==> src/rtl/perc_seq.sv <==
// Sequencing controller for a threshold perceptron: one shared MAC walks the input bits serially.
// Optional on-line learning rule is compiled in with `define PERC_TRAIN_EN.
module perc_seq #(
  parameter int unsigned WIDTH  = 4,
  parameter logic [7:0]  THRESH = 8'd10
) (
  input  logic             clk,
  input  logic             rst,
  input  logic             in_valid,
  output logic             in_ready,
  input  logic [WIDTH-1:0] data_in,
`ifdef PERC_TRAIN_EN
  input  logic             label,
`endif
  input  logic             w_we,
  input  logic [3:0]       w_addr,
  input  logic [3:0]       w_data,
  output logic             w_err,
  output logic             out_valid,
  input  logic             out_ready,
  output logic             data_out,
  output logic [7:0]       sum_out
);

`ifdef PERC_TRAIN_EN
  typedef enum logic [1:0] {StIdle, StAcc, StDone, StUpdate} state_e;
`else
  typedef enum logic [1:0] {StIdle, StAcc, StDone} state_e;
`endif

  localparam logic [3:0] LastIdx = 4'(WIDTH - 1);

  state_e           state_q, state_d;
  logic [7:0]       sum_q, sum_d;
  logic [3:0]       idx_q, idx_d;
  logic [WIDTH-1:0] din_q, din_d;
  logic [3:0]       w_q [WIDTH];
  logic [3:0]       w_d [WIDTH];
  logic             w_err_q, w_err_d;
  logic             w_ok;
  logic             above;
  logic [3:0]       term;
`ifdef PERC_TRAIN_EN
  logic             label_q, label_d;
`endif

  assign w_ok      = (state_q == StIdle) && ({1'b0, w_addr} < 5'(WIDTH));
  assign above     = (sum_q >= THRESH);
  assign in_ready  = (state_q == StIdle);
  assign out_valid = (state_q == StDone);
  assign data_out  = out_valid && above;
  assign sum_out   = out_valid ? sum_q : 8'd0;
  assign w_err     = w_err_q;

  // Weight selected by the current bit index, gated by that input bit.
  always_comb begin
    term = 4'd0;
    for (int i = 0; i < WIDTH; i++) begin
      if (idx_q == 4'(i) && din_q[i]) term = w_q[i];
    end
  end

  always_comb begin
    state_d = state_q;
    sum_d   = sum_q;
    idx_d   = idx_q;
    din_d   = din_q;
    w_d     = w_q;
    w_err_d = w_we && !w_ok;
`ifdef PERC_TRAIN_EN
    label_d = label_q;
`endif
    // The write lands in the same edge as an accept, so the new inference sees it.
    if (w_we && w_ok) begin
      for (int i = 0; i < WIDTH; i++) begin
        if (w_addr == 4'(i)) w_d[i] = w_data;
      end
    end
    case (state_q)
      StIdle: begin
        if (in_valid) begin
          din_d   = data_in;
          sum_d   = 8'd0;
          idx_d   = 4'd0;
          state_d = StAcc;
`ifdef PERC_TRAIN_EN
          label_d = label;
`endif
        end
      end
      StAcc: begin
        sum_d = sum_q + {4'd0, term};
        idx_d = idx_q + 4'd1;
        if (idx_q == LastIdx) state_d = StDone;
      end
      StDone: begin
        if (out_ready) begin
          state_d = StIdle;
`ifdef PERC_TRAIN_EN
          if (above != label_q) state_d = StUpdate;
`endif
        end
      end
`ifdef PERC_TRAIN_EN
      StUpdate: begin
        for (int i = 0; i < WIDTH; i++) begin
          if (din_q[i]) begin
            if (label_q) w_d[i] = (w_q[i] == 4'hf) ? 4'hf : w_q[i] + 4'd1;
            else         w_d[i] = (w_q[i] == 4'h0) ? 4'h0 : w_q[i] - 4'd1;
          end
        end
        state_d = StIdle;
      end
`endif
      default: state_d = StIdle;
    endcase
  end

  always_ff @(posedge clk) begin
    if (rst) begin
      state_q <= StIdle;
      sum_q   <= 8'd0;
      idx_q   <= 4'd0;
      din_q   <= '0;
      w_err_q <= 1'b0;
      for (int i = 0; i < WIDTH; i++) w_q[i] <= 4'(1 << (i % 4));
`ifdef PERC_TRAIN_EN
      label_q <= 1'b0;
`endif
    end else begin
      state_q <= state_d;
      sum_q   <= sum_d;
      idx_q   <= idx_d;
      din_q   <= din_d;
      w_err_q <= w_err_d;
      w_q     <= w_d;
`ifdef PERC_TRAIN_EN
      label_q <= label_d;
`endif
    end
  end

endmodule
==> config.mk <==
export PLATFORM = sky130hd
export DESIGN_NAME = perc_seq
export DESIGN_NICKNAME = d
export VERILOG_FILES = /design/src/rtl/perc_seq.sv
export SDC_FILE = /design/constraint.sdc
export NUM_CORES = 1
export LEC_CHECK = 0
export ABC_AREA = 1
export CAP_MARGIN = 20
export CORE_MARGIN = 2
export CORE_UTILIZATION = 35
export CTS_CLUSTER_DIAMETER = 60
export DETAILED_ROUTE_END_ITERATION = 16
export GPL_ROUTABILITY_DRIVEN = 0
export SYNTH_ARGS = -nofsm -noshare
export SYNTH_HDL_FRONTEND = slang
export SYNTH_SLANG_ARGS = --single-unit
==> constraint.sdc <==
create_clock -name clk -period 6.1 [get_ports clk]
set_input_delay 1.525 -clock clk [delete_from_list [all_inputs] [get_ports clk]]
set_output_delay 1.525 -clock clk [all_outputs]
set_load 0.01 [all_outputs]
-- Word-level counts from Yosys, hierarchy flattened
Cells that the tools add are included.
- register bits: 35
- bits of input ports: 17
- output and inout port bits: 12
- $add $sub $neg: 2
- order comparisons: 2
- eq/ne operators: 11
- multiplexer cells: 13
- reductions and logical operators: 20
- operators by type and width (cell ; count):
    2-to-1 mux 4 bit ; 5
    == test 4 x 2 -> 1 bit, second input constant ; 4
    2-to-1 mux 8 bit ; 2
    case mux 8 bit (2 select lines) ; 1
    AND reduction 2 bit ; 6
    adder 8 x 4 -> 8 bit ; 1
    == test 4 x 1 -> 1 bit, second input constant ; 2
    greater-or-equal comparator 8 x 4 -> 1 bit, second input constant ; 1
    logical AND 1 bit ; 8
    logical NOT 4 bit ; 2
    case mux 4 bit (2 select lines) ; 1
    2-to-1 mux 2 bit ; 3
    case mux 2 bit (3 select lines) ; 1
    adder 4 x 1 -> 4 bit, second input constant ; 1
    < comparator 4 x 3 -> 1 bit, second input constant ; 1
    != test 2 bit, second input constant ; 2
    AND reduction 3 bit ; 1
    == test 2 x 1 -> 1 bit, second input constant ; 1
    == test 2 bit, second input constant ; 1
    logical NOT 2 bit ; 1
    != test 2 x 1 -> 1 bit, second input constant ; 1
    nonzero test 2 bit ; 1
    logical NOT 1 bit ; 1

-- Longest topological paths before layout
- word-level depth: 8
- gate-level depth with buffers: 17

-- Worst setup path before layout
Ideal clock, no wire load.
- kind: reg-to-output
- from: reg state_q[1]
- to: out data_out
- data arrival time: 1.021 ns
- slack: 3.554 ns
- stages on the path, launching flop included: 5
- buffers on the path: 0
- cell sequence: dfxtp_1 > inv_1 > nor2_1 > inv_2 > a21oi_1
- word-level cells in the longest chain between the ends: 2
- RTL lines (element ; line ; text):
    start, declared ; 33 ; state_e state_q, state_d;
    start signal, assigned ; 121 ; state_q <= StIdle;
    start signal, assigned ; 131 ; state_q <= state_d;
    == test 2 bit ; 50 ; assign out_valid = (state_q == StDone);
    net out_valid ; 19 ; output logic out_valid,
    logical AND 1 bit ; 51 ; assign data_out = out_valid && above;
    end, declared ; 21 ; output logic data_out,
The timed path passes the listed nets, and every way through them passes these cells.

-- Worst setup path in the final report
- from: reg state_q[1]
- to: out data_out
- word-level cells in the longest chain between the ends: 2
- RTL lines (element ; line):
    == test 2 bit ; 50
    logical AND 1 bit ; 51
Every way passes these cells.

==> impl_metrics.toml <==
[timing]
relSlewSlack = 0.536
hold_viol_final = 0
hold_slack_ns = 0.482
finalSetupTns_ns = 0
clock_skew_ns = 0.00772
rsz0062_at_grt = "false"
slew_viol_final = 0
worstMarginPinSlew_ns = 0.695
fin_crit_ns = 3.25
finalCritPeriodShare = 0.533
max_freq_mhz = 308
setup_viol = 0

[logic_synthesis]
synth.avg_cell_area_um2 = 6.86
ys_warn_count = 0
syn-num-nets = 305
ys_ff_latch = 35
synth_cell_types = 26
netlist_area_mm2 = 0.00191
syn_inst = 279
synth_area_leaders = "dfxtp_1, nand2_1, nor2_1"
synth_top_area_share = 0.366
yosysSeqAreaShare = 0.366
yosysTopAreaCell = "dfxtp_1"

[power]
power.density_mw_per_mm2 = 211
vdd_ir_drop_max_v = 0.000123
pwr-share-comb = 0.137
p_leak_nw = 0.963
netSwitchingPower_mw = 0.130
switching_share = 0.261
pwr-share-seq = 0.488
intPower_mw = 0.367
clockPowerShare = 0.374

[critical_path]
worst-path-max-fanout = 10
r2r_slack_ns = 3.44
path_class = "reg -> out"
worstSetupEndpointType = "output port"
cp.arrival_ns = 1.73
r2r_end = "sum_q[6]$_SDFFE_PP0P_"
r2r_cells = 17
worst_setup_path_start_kind = "flop"
cp.required_ns = 4.58
worstReg2RegStart = "idx_q[1]$_SDFFE_PP0P_"

[clocking]
post_cts_buffers = 0
h-tree-depth = 2
cts_made_buffers = 5
cts_tree = "done"
clockRootBuffer = "clkbuf_8"
clk_path_buf_depth = 2
cts.repair.resized = 0
clkTransAtPathRegs_ns = 0.07
clk_latency_ns = 0.29
postCtsHoldBufs = 0
cts_sinks = 35

[routing]
first_pass_iters = 6
dr.max_layer_used = "met4"
antenna_left = 0
finalWirelength_mm = 4.14
avgViaCountPerCell = 4.66
drtIter0Drc = 103
wl_met1_mm = 2.05
wl_met2_mm = 1.86
drcViolationCount = 0
routedWlPerCell_um = 10.9
dr_wl_met3_um = 155
num_vias = 1769

[die]
io_pins = 29
die_h_um = 77.9
rows = 26
initial_core_util = 0.368
die_width_um = 77.9
dieArea_mm2 = 0.00607
core_region_area_mm2 = 0.00520

[hold_path]
hold_class = "reg -> reg"
min-delay-start = "w_q[7]$_SDFFE_PP0P_"
min_to = "w_q[7]$_SDFFE_PP0P_"
hold_depth = 2

[global_routing]
first_global_vias = 1598
overflow = 0
antenna_found_initial = 0
track_usage = 0.147
grt_pass1_wl_mm = 7.05
grt_max_degree = 27

[cells_and_area]
syn2layout_area_growth_pct = 23.1
final_cell_mix = "nand2_1, nor2_1, dfxtp_1"
drive_above_1_share = 0.0903
final_nets = 335
n_antenna_cell = 0
layout.cells.most_common = "nand2_1"

[outcome]
outcome = "complete, no violations"

[job]
maxCapViolations = 0

[place]
dp_hpwl_mm = 3.14
port_buffers = 28
logic make-up after synthesis:
| family | share of synthesized area |
|---|---|
| DFF | 0.366 |
| AOI/OAI and AO/OA | 0.0981 |
| xor gates and xnor gates | 0.00458 |
| and+or+nand+nor | 0.381 |
| buffers and inverters | 0.0870 |
| adders and majority gates | 0.0628 |
synth_stat cells, drive strengths merged:
library cell / count
a21oi: 14
fa: 1
clkbuf: 1
nand3: 33
nand4: 3
xnor2: 1
inv: 32
nor4: 1
ha: 8
a211oi: 1
or2: 5
clkinv: 4
nand2: 55
buf: 4
o21ai: 22
dfxtp: 35
nor2: 59
registers in the layout, summed over array words and instances (netlist names):
name     flops
din_q        4
w_q         16
state_q      2
idx_q        4
w_err        1
sum_q        8
worst max path at each step:
stage	start	to	cells after the start
2_1_floorplan	state_q[1]$_SDFFE_PP0P_	data_out	4
3_3_place_gp	rst	idx_q[3]$_SDFFE_PP0P_	4
3_5_place_dp	rst	idx_q[3]$_SDFFE_PP0P_	4
4_1_cts	state_q[1]$_SDFFE_PP0P_	data_out	5
5_1_grt	state_q[1]$_SDFFE_PP0P_	data_out	5
6_report	state_q[1]$_SDFFE_PP0P_	data_out	5
through the flow:
step	cells	total power [mW]	utilization	setup slack, ns	area (µm²)
finish	380	0.497	0.452	2.85	2350
floorplan	279	0.290	-	3.55	1910
global placement	372	0.316	0.433	2.97	2250
detailed placement	372	0.317	0.433	2.95	2250
global route	380	0.523	0.452	2.72	2350
CTS	380	0.503	0.452	2.83	2350
power groups by stage:
stage | Sequential (mW) | Combinational (mW) | Clock [mW]
CTS | 0.243 | 0.0691 | 0.192
detailed placement | 0.248 | 0.0688 | 0
finish | 0.243 | 0.0682 | 0.186
floorplan | 0.247 | 0.0434 | 0
global route | 0.244 | 0.0766 | 0.202
global placement | 0.248 | 0.0683 | 0
final cells by class:
class | instances | area [µm²]
clock buffers | 8 | 100
fillers | 578 | 2850
inverters | 36 | 140
multi-input cells | 203 | 1050
flip-flops and latches | 35 | 701
well taps | 70 | 87.6
repair buffers | 28 | 280
worst max-delay path, cell delays in order, from the launching register on:
cell and delay, ns:
dfxtp_1 0.41, inv_1 0.08, nor2_1 0.15, inv_2 0.12
a21oi_1 0.14, clkdlybuf4s50_1 0.54
routing by layer:
metal,track usage,up-vias
li1,-,947
met1,0.192,785
met2,0.236,30
met3,0.0291,7
met4,0.0649,0
met5,0,-
(Power assumes the default switching activity.)
